$ cat src/rtl/regfile_wb_arbiter_pkg.sv
// rtl/regfile_wb_arbiter_pkg.sv - shared constants and types for the write-back arbiter
//
// Package rf_pkg
//   ADDR_W, DATA_W : default register index / write data widths
//   N_REQ_DEFAULT  : default number of write-back requesters
//   rf_idx_t       : register index type
//   rf_wb_t        : one pending register-file write {rd, data}
package rf_pkg;

  localparam int ADDR_W        = 5;
  localparam int DATA_W        = 32;
  localparam int N_REQ_DEFAULT = 3;

  typedef logic [ADDR_W-1:0] rf_idx_t;

  typedef struct packed {
    rf_idx_t           rd;
    logic [DATA_W-1:0] data;
  } rf_wb_t;

endpackage

$ cat src/rtl/regfile_wb_arbiter_if.sv
// rtl/regfile_wb_arbiter_if.sv - requester and register-file write port bundle
//
// Interface regfile_wb_arbiter_if #(N_REQ, DATA_W, ADDR_W)
//   req_valid  [N_REQ]         : requester i has a write pending
//   req_ready  [N_REQ]         : requester i accepted this cycle
//   req_rd     [N_REQ*ADDR_W]  : destination register, slice i*ADDR_W +: ADDR_W
//   req_data   [N_REQ*DATA_W]  : write data, slice i*DATA_W +: DATA_W
//   stall                      : freeze the output stage
//   rf_write_enable/rf_rd/rf_data : register file write port
//   pend_valid/pend_rd         : uncommitted write, for hazard logic
// Modports: master (requesters + pipeline control), slave (the arbiter).
interface regfile_wb_arbiter_if #(
  parameter int N_REQ  = rf_pkg::N_REQ_DEFAULT,
  parameter int DATA_W = rf_pkg::DATA_W,
  parameter int ADDR_W = rf_pkg::ADDR_W
);

  logic [N_REQ-1:0]        req_valid;
  logic [N_REQ-1:0]        req_ready;
  logic [N_REQ*ADDR_W-1:0] req_rd;
  logic [N_REQ*DATA_W-1:0] req_data;
  logic                    stall;
  logic                    rf_write_enable;
  logic [ADDR_W-1:0]       rf_rd;
  logic [DATA_W-1:0]       rf_data;
  logic                    pend_valid;
  logic [ADDR_W-1:0]       pend_rd;

  modport master (
    output req_valid, req_rd, req_data, stall,
    input  req_ready, rf_write_enable, rf_rd, rf_data, pend_valid, pend_rd
  );

  modport slave (
    input  req_valid, req_rd, req_data, stall,
    output req_ready, rf_write_enable, rf_rd, rf_data, pend_valid, pend_rd
  );

endinterface

$ cat src/rtl/regfile_wb_arbiter_rr_arbiter.sv
// rtl/regfile_wb_arbiter_rr_arbiter.sv - combinational one-hot grant selection
//
// Module rr_arbiter #(N)
//   req [N]  : request vector
//   ptr [IW] : index of the last winner; search starts at ptr+1
//   en       : when low no grant is issued
//   gnt [N]  : one-hot grant (all zero if nothing granted)
// Macro REGFILE_WB_RR_EN: defined -> round-robin, undefined -> lowest index wins
// (ptr is ignored in the fixed-priority build).
module rr_arbiter #(
  parameter  int N  = 3,
  localparam int IW = (N > 1) ? $clog2(N) : 1
) (
  input  logic [N-1:0]  req,
  input  logic [IW-1:0] ptr,
  input  logic          en,
  output logic [N-1:0]  gnt
);

`ifdef REGFILE_WB_RR_EN
  // Walk the requesters starting just after the last winner, wrapping at N.
  always_comb begin
    logic          found;
    logic [IW-1:0] idx;
    gnt   = '0;
    found = 1'b0;
    idx   = '0;
    for (int k = 1; k <= N; k++) begin
      idx = IW'((int'(ptr) + k) % N);
      if (en && !found && req[idx]) begin
        gnt[idx] = 1'b1;
        found    = 1'b1;
      end
    end
  end
`else
  logic unused_ptr;
  assign unused_ptr = ^ptr;

  // Isolate the lowest set bit.
  assign gnt = en ? (req & (~req + N'(1))) : '0;
`endif

endmodule

$ cat src/rtl/regfile_wb_arbiter.sv
// rtl/regfile_wb_arbiter.sv - shares the register-file write port among write-back requesters
//
// Module regfile_wb_arbiter #(N_REQ, DATA_W, ADDR_W)
//   clk  : clock
//   rst  : synchronous, active-low reset
//   bus  : regfile_wb_arbiter_if.slave (requester handshakes, stall,
//          register-file write port, pending-write hazard outputs)
// Macro REGFILE_WB_RR_EN: defined -> round-robin arbitration with a pointer
// register; undefined -> fixed priority (lowest index), no pointer register.
//
// One grant per cycle is latched into a single-entry output stage that drives
// the register file on the following cycle. Writes to x0 occupy the stage but
// never assert write_enable or pend_valid.
module regfile_wb_arbiter #(
  parameter int N_REQ  = rf_pkg::N_REQ_DEFAULT,
  parameter int DATA_W = rf_pkg::DATA_W,
  parameter int ADDR_W = rf_pkg::ADDR_W
) (
  input logic                 clk,
  input logic                 rst,
  regfile_wb_arbiter_if.slave bus
);

  import rf_pkg::*;

  localparam int IW = (N_REQ > 1) ? $clog2(N_REQ) : 1;

  rf_wb_t            entry_q;
  logic              full_q;
  // High for the single cycle after a reset edge; blocks grants so that all
  // outputs stay zero through that cycle.
  logic              blank_q;

  logic [N_REQ-1:0]  gnt;
  logic [IW-1:0]     ptr;
  logic              grant;
  logic              accept;
  logic              arb_en;
  logic              drain;
  logic              entry_x0;
  rf_idx_t           win_rd;
  logic [DATA_W-1:0] win_data;

  assign accept   = ~full_q | ~bus.stall;
  assign arb_en   = rst & ~blank_q & accept;
  assign drain    = full_q & ~bus.stall;
  assign grant    = |gnt;
  assign entry_x0 = (entry_q.rd == '0);

  rr_arbiter #(.N(N_REQ)) u_arb (
    .req (bus.req_valid),
    .ptr (ptr),
    .en  (arb_en),
    .gnt (gnt)
  );

  // Winner's rd/data; gnt is one-hot so a plain priority mux suffices.
  always_comb begin
    win_rd   = '0;
    win_data = '0;
    for (int i = 0; i < N_REQ; i++) begin
      if (gnt[i]) begin
        win_rd   = bus.req_rd[i*ADDR_W +: ADDR_W];
        win_data = bus.req_data[i*DATA_W +: DATA_W];
      end
    end
  end

`ifdef REGFILE_WB_RR_EN
  logic [IW-1:0] gnt_idx;
  logic [IW-1:0] ptr_q;

  always_comb begin
    gnt_idx = '0;
    for (int i = 0; i < N_REQ; i++) begin
      if (gnt[i]) begin
        gnt_idx = IW'(i);
      end
    end
  end

  // Reset to N_REQ-1 so requester 0 is first in line; moves only on a grant.
  always_ff @(posedge clk) begin
    if (!rst) begin
      ptr_q <= IW'(N_REQ - 1);
    end else if (grant) begin
      ptr_q <= gnt_idx;
    end
  end

  assign ptr = ptr_q;
`else
  assign ptr = '0;
`endif

  // Output stage. A grant always wins over a drain: when both happen the old
  // entry is written this cycle and the new one replaces it at the edge.
  always_ff @(posedge clk) begin
    if (!rst) begin
      full_q  <= 1'b0;
      entry_q <= '0;
      blank_q <= 1'b1;
    end else begin
      blank_q <= 1'b0;
      if (grant) begin
        full_q       <= 1'b1;
        entry_q.rd   <= win_rd;
        entry_q.data <= win_data;
      end else if (drain) begin
        full_q <= 1'b0;
      end
    end
  end

  assign bus.req_ready = gnt;

  // Gating with rst discards a pending entry during the reset cycle rather
  // than letting it reach the register file.
  assign bus.rf_write_enable = rst & drain & ~entry_x0;
  assign bus.rf_rd           = rst ? entry_q.rd   : '0;
  assign bus.rf_data         = rst ? entry_q.data : '0;
  assign bus.pend_valid      = rst & full_q & ~entry_x0;
  assign bus.pend_rd         = rst ? entry_q.rd   : '0;

endmodule

$ cat src/flat_wrapper.sv
// flat-port wrapper written by rule: the top's interface ports become plain ports
module regfile_wb_arbiter_flat import rf_pkg::*;
#(
  parameter int N_REQ  = rf_pkg::N_REQ_DEFAULT,
  parameter int DATA_W = rf_pkg::DATA_W,
  parameter int ADDR_W = rf_pkg::ADDR_W
)
  (clk, rst, bus_req_valid, bus_req_rd, bus_req_data, bus_stall, bus_req_ready, bus_rf_write_enable, bus_rf_rd, bus_rf_data, bus_pend_valid, bus_pend_rd);
  regfile_wb_arbiter_if #(.N_REQ(N_REQ), .DATA_W(DATA_W), .ADDR_W(ADDR_W)) bus_i ();
  input logic clk;
  input logic rst;
  input wire logic [$bits(bus_i.req_valid)-1:0] bus_req_valid;
  input wire logic [$bits(bus_i.req_rd)-1:0] bus_req_rd;
  input wire logic [$bits(bus_i.req_data)-1:0] bus_req_data;
  input wire logic [$bits(bus_i.stall)-1:0] bus_stall;
  output wire logic [$bits(bus_i.req_ready)-1:0] bus_req_ready;
  output wire logic [$bits(bus_i.rf_write_enable)-1:0] bus_rf_write_enable;
  output wire logic [$bits(bus_i.rf_rd)-1:0] bus_rf_rd;
  output wire logic [$bits(bus_i.rf_data)-1:0] bus_rf_data;
  output wire logic [$bits(bus_i.pend_valid)-1:0] bus_pend_valid;
  output wire logic [$bits(bus_i.pend_rd)-1:0] bus_pend_rd;
  assign bus_i.req_valid = bus_req_valid;
  assign bus_i.req_rd = bus_req_rd;
  assign bus_i.req_data = bus_req_data;
  assign bus_i.stall = bus_stall;
  assign bus_req_ready = bus_i.req_ready;
  assign bus_rf_write_enable = bus_i.rf_write_enable;
  assign bus_rf_rd = bus_i.rf_rd;
  assign bus_rf_data = bus_i.rf_data;
  assign bus_pend_valid = bus_i.pend_valid;
  assign bus_pend_rd = bus_i.pend_rd;
  regfile_wb_arbiter #(.N_REQ(N_REQ), .DATA_W(DATA_W), .ADDR_W(ADDR_W)) u_core (.clk(clk), .rst(rst), .bus(bus_i));
endmodule
$ cat config.mk
export PLATFORM = sky130hd
export DESIGN_NAME = regfile_wb_arbiter_flat
export DESIGN_NICKNAME = d
export VERILOG_FILES = /design/src/rtl/regfile_wb_arbiter_pkg.sv /design/src/rtl/regfile_wb_arbiter_if.sv /design/src/rtl/regfile_wb_arbiter_rr_arbiter.sv /design/src/rtl/regfile_wb_arbiter.sv /design/src/flat_wrapper.sv
export SDC_FILE = /design/constraint.sdc
export NUM_CORES = 1
export LEC_CHECK = 0
export BUFFER_PORTS_ARGS = -buffer_cell sky130_fd_sc_hd__buf_2
export CAP_MARGIN = 15
export CORE_MARGIN = 2
export CORE_UTILIZATION = 43
export CTS_CLUSTER_SIZE = 12
export DETAILED_ROUTE_END_ITERATION = 6
export GPL_ROUTABILITY_DRIVEN = 0
export PLACE_DENSITY_LB_ADDON = 0.2
export SYNTH_ARGS = -nofsm -noshare
export SYNTH_HDL_FRONTEND = slang
export SYNTH_SLANG_ARGS = --single-unit
$ cat constraint.sdc
create_clock -name clk -period 2.1 [get_ports clk]
set_clock_uncertainty 0.05 [all_clocks]
set_input_delay 0.63 -clock clk [delete_from_list [all_inputs] [get_ports clk]]
set_output_delay 0.63 -clock clk [all_outputs]
set_load 0.03 [all_outputs]
==> summary.txt, run 1 <==
Status: finished with violations
Failing checks: setup timing
Die Wd: 80.2 um
Pleak: 1.82 nW
CP Cell Sequence: buf_8, and2_4, or3_4, nor4b_4, buf_6
Total die area: 0.00644 mm^2
Reg clk slew, reported paths: 0.07 ns
Largest net degree at the start of global routing: 40
Yosys cell types: 23
Initial DRC count: 63
RSZ-0062 raised after global routing: true
Total congestion overflow: 0
DRC violations left: 0
Insertion delay of the later-clocked pin in the worst-skew pair: 0.28 ns
Crit-path max cell delay: 0.37 ns
Fin cells: 503
CP endpoint kind: primary output
Row cnt: 27
Post-route cell area: 0.00365 mm^2
CTS root buf: clkbuf_8
DR vias: 2,615
Worst EP arrival: 1.68 ns
Period utilization: 112%
CTS H-Tree Depth: 2
Worst setup margin: -0.261 ns
Synth Area per Inst: 9.25 um^2
Relative slew slack: 76.5%
Num ports: 164
Via/cell ratio: 5.20
FILL cells: 504
CP Max Fanout: 3
Final WL: 7250 um
Synthesis Warnings: 0
Capture point of the worst reg-to-reg path: u_core.entry_q[36]
Worst-margin pin slew: 0.352 ns
Synthesis-to-layout area growth: 46.2%
CP required: 1.42 ns
Mapped Area: 0.00250 mm^2
Total GRT Usage: 22.1%
Post-DP Area: 0.00342 mm^2
Clock tree buffer depth: 2
F_max: 0.424 GHz
WHS Endpoint: u_core.entry_q[30]
Initial antenna violation count: 0
P per Cell Area: 594 mW/mm^2
Sinks on Clock Net: 39
Inst Count DP: 490
Initial Util: 44.8%
Hold path depth: 2
Pre-CTS setup slack: -0.286 ns
R2r setup slk: 0.22 ns
Final hold vios: 0
Tmin final: 2.36 ns
Final Slew Violations: 0
Setup CP Type: in2out
Net count, final: 547
Worst setup SP type: input port
Drt pass-1 iters: 4
Syn nets: 387
DP HPWL: 5320 um
VDD IR max: 0.000325 V
Worst hold path class: reg2reg
Synthesized flop and latch total: 39
R2R Path Start: u_core.full_q
Gate count of the mapped netlist: 270
IO Port Bufs: 163
Worst path slowest cell: or3_4
Die height: 80.2 um
Setup violators final: 5
Reg2Reg Depth: 7
Max-Cap Viols: 0
Hold_sp: u_core.entry_q[30]
CTS tree: built
Cts bufs inserted: 5
Core footprint: 0.00557 mm^2
First-pass GRT wire length: 11,300 um
N_diodes: 0
Vias in the first global route: 2,590
Routed length per instance: 14.4 um
ANT nets after route: 0
Share of cells above drive strength 1: 51.7%
Sequential share of the synthesized area: 31.2%
## state kept, by name, indices dropped and copies added, names as in the netlist
name and count:
u_core.blank_q 1, u_core.full_q 1, u_core.entry_q 37
## worst max path at each step
stage	depth (start not counted)	end	slack, ns	from
after floorplan	3	bus_req_ready[2]	-0.17	bus_stall
after global placement	5	bus_req_ready[2]	-0.27	bus_stall
after detailed placement	5	bus_req_ready[2]	-0.29	bus_stall
after CTS	5	bus_req_ready[2]	-0.22	bus_stall
after global routing	5	bus_req_ready[2]	-0.28	bus_stall
final	5	bus_req_ready[2]	-0.26	bus_stall
## cell families after synthesis
kind of cell,Yosys count,share of synthesized area (%)
compound gates,76,21.1
buf+inv,35,7.56
flops,39,31.2
mux,37,16.7
simple gates,83,23.4
## placed cells by master (no fill, tap or decap), drive strengths merged
cell type    n
mux2        37
nor3         1
buf        186
inv          2
nand3b      37
a21oi       37
dfxtp       39
nor2b        1
clkbuf       6
or3          2
nor2         1
and2        38
nor4         1
o311a        1
o21a         1
nor3b        1
a2bb2oi     37
bufinv       2
nor4b        1
## stage by stage
step	hold slack (ns)	total power [mW]	util [%]	TNS [ns]
detailed placement	0.497	1.44	61.4	-2.72
global route	0.535	2.28	65.5	-1.34
CTS	0.519	2.18	64.7	-0.642
floorplan	0.566	1.23	-	-0.428
global placement	0.487	1.43	61.4	-1.79
finish	0.515	2.17	65.5	-0.835
## critical path: cells and delay by family
family,cells,cell delay [ns]
buffers and inverters,2,0.26
and+or+nand+nor,3,0.78
## Yosys cell counts
master     number  area, um^2
a21oi_1        37         185
a2bb2oi_1      37         324
and2_1         38         238
buf_1           2        7.51
buf_2          10        50.1
buf_4           6        45.0
buf_6           3        33.8
clkbuf_1       12        45.0
dfxtp_1        39         781
inv_1           1        3.75
inv_2           1        3.75
mux2_1         19         214
mux2_2         18         203
nand3b_1       37         278
nor2_1          1        3.75
nor2b_1         1        6.26
nor3_2          1        10.0
nor3b_1         1        7.51
nor4_4          1        21.3
nor4b_1         1        8.76
o21a_1          1        7.51
o311a_1         1        10.0
or3_1           2        12.5
## report_power, final
group          leakage (nW)  internal (mW)  switching (mW)
registers             0.323          0.807          0.0164
logic                  1.43          0.303           0.310
clock network        0.0654          0.475           0.256
## routing by layer
metal / up-vias / routed length (um) / global-route usage (%) / part of all wire, %
li1: 1304 / - / - / -
met4: 0 / 96 / 5.59 / 1.3
met5: - / 0 / 0 / 0
met1: 1203 / 3020 / 24.7 / 42
met2: 100 / 3610 / 41.2 / 50
met3: 8 / 517 / 5.96 / 7.1
## layout make-up
class / count / area [um^2] / share of cell area, %
timing repair buffer: 186 / 1050 / 28.6
multi-input combinational: 196 / 1590 / 43.6
clock buffer: 6 / 72.6 / 1.99
clock inverter: 2 / 60.1 / 1.64
tap: 72 / 90.1 / 2.47
inverter: 2 / 7.51 / 0.206
sequential: 39 / 782 / 21.4
## timing repair
item                       CTS  global route
buffers inserted             2             3
setup endpoints to repair   47            30
pin swaps                    3             1
hold buffers                 0             0
resized for setup           11             6
Power figures use the tool's default switching activity.
==> run 2, diff against run 1 <==
--- a/config.mk
+++ b/config.mk
@@ -8,11 +8,12 @@
 export BUFFER_PORTS_ARGS = -buffer_cell sky130_fd_sc_hd__buf_2
 export CAP_MARGIN = 15
 export CORE_MARGIN = 2
-export CORE_UTILIZATION = 43
+export CORE_UTILIZATION = 39
 export CTS_CLUSTER_SIZE = 12
 export DETAILED_ROUTE_END_ITERATION = 6
 export GPL_ROUTABILITY_DRIVEN = 0
 export PLACE_DENSITY_LB_ADDON = 0.2
 export SYNTH_ARGS = -nofsm -noshare
 export SYNTH_HDL_FRONTEND = slang
+export SYNTH_HIERARCHICAL = 1
 export SYNTH_SLANG_ARGS = --single-unit
==> run 2 against run 1 <==
Count of clock-buffer cells in the layout is the same. The run still ends with setup timing left. Critical endpoint is now bus_rf_write_enable. Core utilization grew 16 points. Power fell by 11%.
==> summary.txt, run 2 <==
Worst-margin pin slew: 0.367 ns
Final hold vios: 0
Mapped Area: 0.00208 mm^2
Via/cell ratio: 5.44
Sequential share of power: 41.8%
Setup violators final: 5
Power share of the combinational group: 33.4%
Tmin final: 2.27 ns
Critical Path End: bus_rf_write_enable
Reg clk slew, reported paths: 0.07 ns
Initial antenna violation count: 0
Max FFs per register: 37
Status: finished with violations
Syn nets: 387
Gate count of the mapped netlist: 270
ANT nets after route: 0
Final Slew Violations: 0
Pre-CTS setup slack: -0.617 ns
Largest reg by FF count: u_core/entry_q
FILL cells: 345
Row cnt: 26
Drt pass-1 iters: 4
Sinks on Clock Net: 39
Worst EP arrival: 1.59 ns
CP Max Fanout: 2
Synth Area per Inst: 7.69 um^2
DRC violations left: 0
CP Cell Sequence: or3_4, o311a_4, nor2b_4, buf_6
Worst setup margin: -0.174 ns
RSZ-0062 raised after global routing: true
Largest net degree at the start of global routing: 24
CTS H-Tree Depth: 2
Pleak: 2.17 nW
Largest regs: u_core/entry_q x37, u_core/blank_q x1, u_core/full_q x1
Total die area: 0.00592 mm^2
Leading cell types in the layout, fill and taps excluded: buf_2, buf_4, dfxtp_1
Die height: 77.0 um
Num ports: 164
Routed length per instance: 17.9 um
Failing checks: setup timing
Crit path buf inv count: 1
VDD IR max: 0.000296 V
Max-Cap Viols: 0
Critical path depth: 4
Share of cells above drive strength 1: 63.3%
Capture point of the worst reg-to-reg path: u_core/entry_q[1]
Total congestion overflow: 0
Total GRT Usage: 29.0%
Clock tree buffer depth: 2
Initial Util: 40.6%
Core Util, Final: 81.7%
FF+latch area: 782 um^2
Vias in the first global route: 2,869
Worst Setup SP: u_core/entry_q[33]
DR vias: 2,881
Worst setup SP type: flip-flop
Cell internal pwr: 1.34 mW
Net count, final: 578
Insertion delay of the later-clocked pin in the worst-skew pair: 0.29 ns
Worst hold path class: reg2reg
Commonest non-fill, non-tap cell in the layout: buf_2
Die Wd: 77.0 um
R2r setup slk: 0.08 ns
Worst path slowest cell: or3_4
Sw Pwr: 0.588 mW
Synthesis Warnings: 6
Relative slew slack: 75.6%
Initial DRC count: 221
Area of the multi-input gates: 0.00139 mm^2
F_max: 0.440 GHz
IO Port Bufs: 163
Final WL: 9490 um
Cts bufs inserted: 5
CP endpoint kind: primary output
Crit-path leading delay family: simple AND/OR/NAND/NOR gates
Crit-path max cell delay: 0.39 ns
CTS root buf: clkbuf_8
Clk pwr share: 24.7%
P per Cell Area: 462 mW/mm^2
Sw frac: 30.5%
Core footprint: 0.00511 mm^2
Reg2Reg Depth: 9
Period utilization: 108%
Setup CP Type: reg2out
N_diodes: 0
CTS tree: built
R2R Path Start: u_core/full_q
DP HPWL: 4890 um
First-pass GRT wire length: 13,600 um
Synthesis-to-layout area growth: 101%
CP required: 1.42 ns
CTS Hold Bufs: 0
==> run 2: cell count changes in the layout (fill, tap and decap cells not counted), moves of 19 or more <==
cell,delta
a21oi_1,-37
a2bb2oi_1,-37
and2_1,-37
nand3b_1,-37
inv_1,+35
o21ai_0,+35
buf_2,-34
a221oi_2,+33
nand2_1,+33
buf_4,+27
buf_6,+19
mux2_1,-19
==> run 2: timing repair <==
action / 4_1_cts / 5_1_grt
pin swaps: 7 / 6
setup endpoints to repair: 72 / 84
cloned: 7 / 4
buffers inserted: 15 / 4
resized for setup: 88 / 36
==> run 2: power groups by stage <==
stage               Clock, mW  Sequential, mW  Combinational [mW]
floorplan                   0           0.814               0.262
global placement            0           0.816               0.442
detailed placement          0           0.818               0.448
CTS                     0.477           0.803               0.569
global route            0.518           0.809               0.685
finish                  0.476           0.806               0.644
==> run 2: tightest hold or removal path, cell delays in order (launching register included) <==
cell	delay, ns
dfxtp_1	0.30
nand2_1	0.06
o22ai_1	0.08
==> run 2: area by class of cell <==
type | instances | area share [%]
Clock buffer | 6 | 1.74
Timing Repair Buffer | 215 | 40.4
Tap cell | 70 | 2.10
Sequential cell | 39 | 18.8
Multi-Input combinational cell | 161 | 33.2
Inverter | 39 | 3.81
==> run 2: per-stage QoR <==
stage	cells	TNS [ns]	power, mW	hold slack (ns)	area (um^2)
final	530	-0.538	1.93	0.440	4170
after floorplan	270	-1.35	1.08	0.413	2330
after global placement	497	-25.48	1.26	0.423	3250
after CTS	525	-1.14	1.85	0.431	3920
after global routing	530	-0.746	2.01	0.465	4170
after detailed placement	497	-28.65	1.27	0.429	3250
==> run 2: how the worst min path moves through the flow <==
stage | from | endpoint | cells past startpoint
6_report | u_core/entry_q[26] | u_core/entry_q[26] | 2
5_1_grt | u_core/entry_q[12] | u_core/entry_q[12] | 2
4_1_cts | u_core/entry_q[14] | u_core/entry_q[14] | 2
3_5_place_dp | u_core/entry_q[21] | u_core/entry_q[21] | 2
3_3_place_gp | u_core/entry_q[11] | u_core/entry_q[11] | 2
2_1_floorplan | u_core/entry_q[0] | u_core/entry_q[0] | 2
==> run 2: layer usage <==
layer,routed length (um),up-vias,GRT usage (%)
li1,-,1369,-
met1,3570,1345,33.6
met2,4930,148,52.5
met3,802,19,6.24
met4,190,0,9.45
met5,0,-,0
==> run 3, diff against run 2 <==
--- a/config.mk
+++ b/config.mk
@@ -5,10 +5,11 @@
 export SDC_FILE = /design/constraint.sdc
 export NUM_CORES = 1
 export LEC_CHECK = 0
+export ABC_AREA = 1
 export BUFFER_PORTS_ARGS = -buffer_cell sky130_fd_sc_hd__buf_2
 export CAP_MARGIN = 15
 export CORE_MARGIN = 2
-export CORE_UTILIZATION = 39
+export CORE_UTILIZATION = 46
 export CTS_CLUSTER_SIZE = 12
 export DETAILED_ROUTE_END_ITERATION = 6
 export GPL_ROUTABILITY_DRIVEN = 0
==> run 3 against run 2 <==
The run now ends clean. Clock power is 3% lower. Final cell count is 49% higher. Non-clock buffer count is 22 lower. Register-to-register slack better by 0.25 ns. Flip-flop and latch count stayed put. First-iteration DRC count is 41% lower. Die area is 23% higher. Global-route usage is 7.7 points lower. Routed wire length is 13% lower.
==> summary.txt, run 3 <==
Routed length per instance: 10.4 um
Period utilization: 99.6%
Commonest non-fill, non-tap cell in the layout: nand2_1
Leading cell types in the layout, fill and taps excluded: nand2_1, buf_2, inv_1
Total die area: 0.00731 mm^2
Final Slew Violations: 0
N_diodes: 0
Core Util, Final: 64.2%
Worst-margin pin slew: 0.577 ns
Die height: 85.5 um
Crit-path max cell delay: 0.20 ns
Total GRT Usage: 21.3%
Setup CP Type: in2out
Row cnt: 29
Synthesis-to-layout area growth: 34.2%
Final WL: 8220 um
Tmin final: 2.09 ns
DRC violations left: 0
First-pass GRT wire length: 12,900 um
Largest net degree at the start of global routing: 41
Largest reg by FF count: u_core/entry_q
Initial DRC count: 131
Net count, final: 829
Insertion delay of the later-clocked pin in the worst-skew pair: 0.28 ns
Max FFs per register: 37
Pleak: 2.80 nW
Via/cell ratio: 4.47
Initial Util: 47.8%
Sinks on Clock Net: 39
Die Wd: 85.5 um
CP endpoint kind: primary output
Mapped Area: 0.00306 mm^2
CP required: 1.42 ns
Worst path slowest cell: clkbuf_4
Final hold vios: 0
Synth Area per Inst: 5.58 um^2
Clock tree buffer depth: 2
DP HPWL: 5800 um
CTS H-Tree Depth: 2
Max-Cap Viols: 0
Status: finished clean
Setup violators final: 0
Hold_sp: u_core/entry_q[7]
Total congestion overflow: 0
CTS Hold Bufs: 0
ANT nets after route: 0
Initial antenna violation count: 0
CP Cell Sequence: buf_2, buf_4, buf_12, nand2_1, inv_1, clkbuf_4
CTS root buf: clkbuf_8
Synthesis Warnings: 6
Reg clk slew, reported paths: 0.07 ns
Post-route cell area: 0.00410 mm^2
Worst setup SP type: input port
Largest regs: u_core/entry_q x37, u_core/blank_q x1, u_core/full_q x1
CTS tree: built
Gate count of the mapped netlist: 548
IO Port Bufs: 163
Crit-path leading delay family: buffers and inverters
RSZ-0062 raised after global routing: true
Worst setup margin: 0.00917 ns
Syn nets: 665
Pre-CTS setup slack: -0.292 ns
Vias in the first global route: 3,131
Post-DP Area: 0.00392 mm^2
VDD IR max: 0.000253 V
Cts bufs inserted: 5
Power Total: 1.62 mW
R2R Path Start: u_core/full_q
Core footprint: 0.00639 mm^2
Share of cells above drive strength 1: 33.6%
F_max: 0.478 GHz
Num ports: 164
Relative slew slack: 61.4%
Worst hold path class: reg2reg
Crit path buf inv count: 5
FILL cells: 638
P per Cell Area: 396 mW/mm^2
DR vias: 3,524
Worst Setup SP: rst
CP Max Fanout: 29
Worst EP arrival: 1.41 ns
Drt pass-1 iters: 4
==> run 3: cell count changes in the layout (fill, tap and decap cells not counted), sizes merged, moves of 2 or more <==
| cell | delta |
|---|---|
| bufbuf | -3 |
| or3 | -2 |
| a221oi | -37 |
| inv | +45 |
| buf | -21 |
| a21oi | +36 |
| o21ai | -37 |
| nor2 | +44 |
| nor2b | -4 |
| nand2 | +268 |
| clkbuf | +2 |
| o22ai | -37 |
==> run 3: layout make-up <==
class | count | area (um^2) | area share [%]
Multi-Input combinational cell | 390 | 1660 | 40.4
Timing Repair Buffer | 193 | 1180 | 28.8
Sequential cell | 39 | 781 | 19.0
Inverter | 83 | 312 | 7.60
Tap cell | 77 | 96.3 | 2.35
Clock buffer | 6 | 72.6 | 1.77
==> run 3: what timing repair did <==
item / 4_1_cts / 5_1_grt
setup buffers: 1 / 0
gates cloned: 0 / 1
pin swaps: 1 / 4
gates resized for setup: 3 / 43
endpoints found under the setup margin: 4 / 61
==> run 3: where the power goes <==
group          switching (mW)  internal, mW
logic                   0.223         0.177
clock network           0.239         0.221
registers             0.00525         0.756
==> run 3: layer usage <==
layer	part of all wire [%]	vias to the layer above	GRT usage (%)	wire (um)
li1	-	1896	-	-
met1	44	1505	24.2	3590
met2	48	117	40.1	3940
met3	7.7	6	5.00	634
met4	0.68	0	4.62	56
met5	0	-	0	0
==> run 3: worst reg2reg max path: cells and delay by family, from the launching register on <==
kind | cells | cell delay, ns
flip-flops | 1 | 0.36
AND/OR/NAND/NOR | 9 | 0.71
buffers and inverters | 3 | 0.55
==> run 3: through the flow <==
step | TNS [ns] | hold WS (ns) | instances
after CTS | 0 | 0.475 | 787
after global routing | -0.151 | 0.505 | 788
after detailed placement | -9.66 | 0.462 | 780
after floorplan | 0 | 0.473 | 548
after global placement | -7.23 | 0.452 | 780
final | 0 | 0.473 | 788
==> run 3: path summary, 6_finish.rpt <==
path                        endpoint  slack (ns)  depth (start not counted)
setup / recovery      bus_pend_rd[2]       0.009                          6
hold / removal     u_core/entry_q[7]        0.47                          4
setup reg to reg  u_core/entry_q[34]        0.33                         12
hold reg to reg    u_core/entry_q[7]        0.47                          4
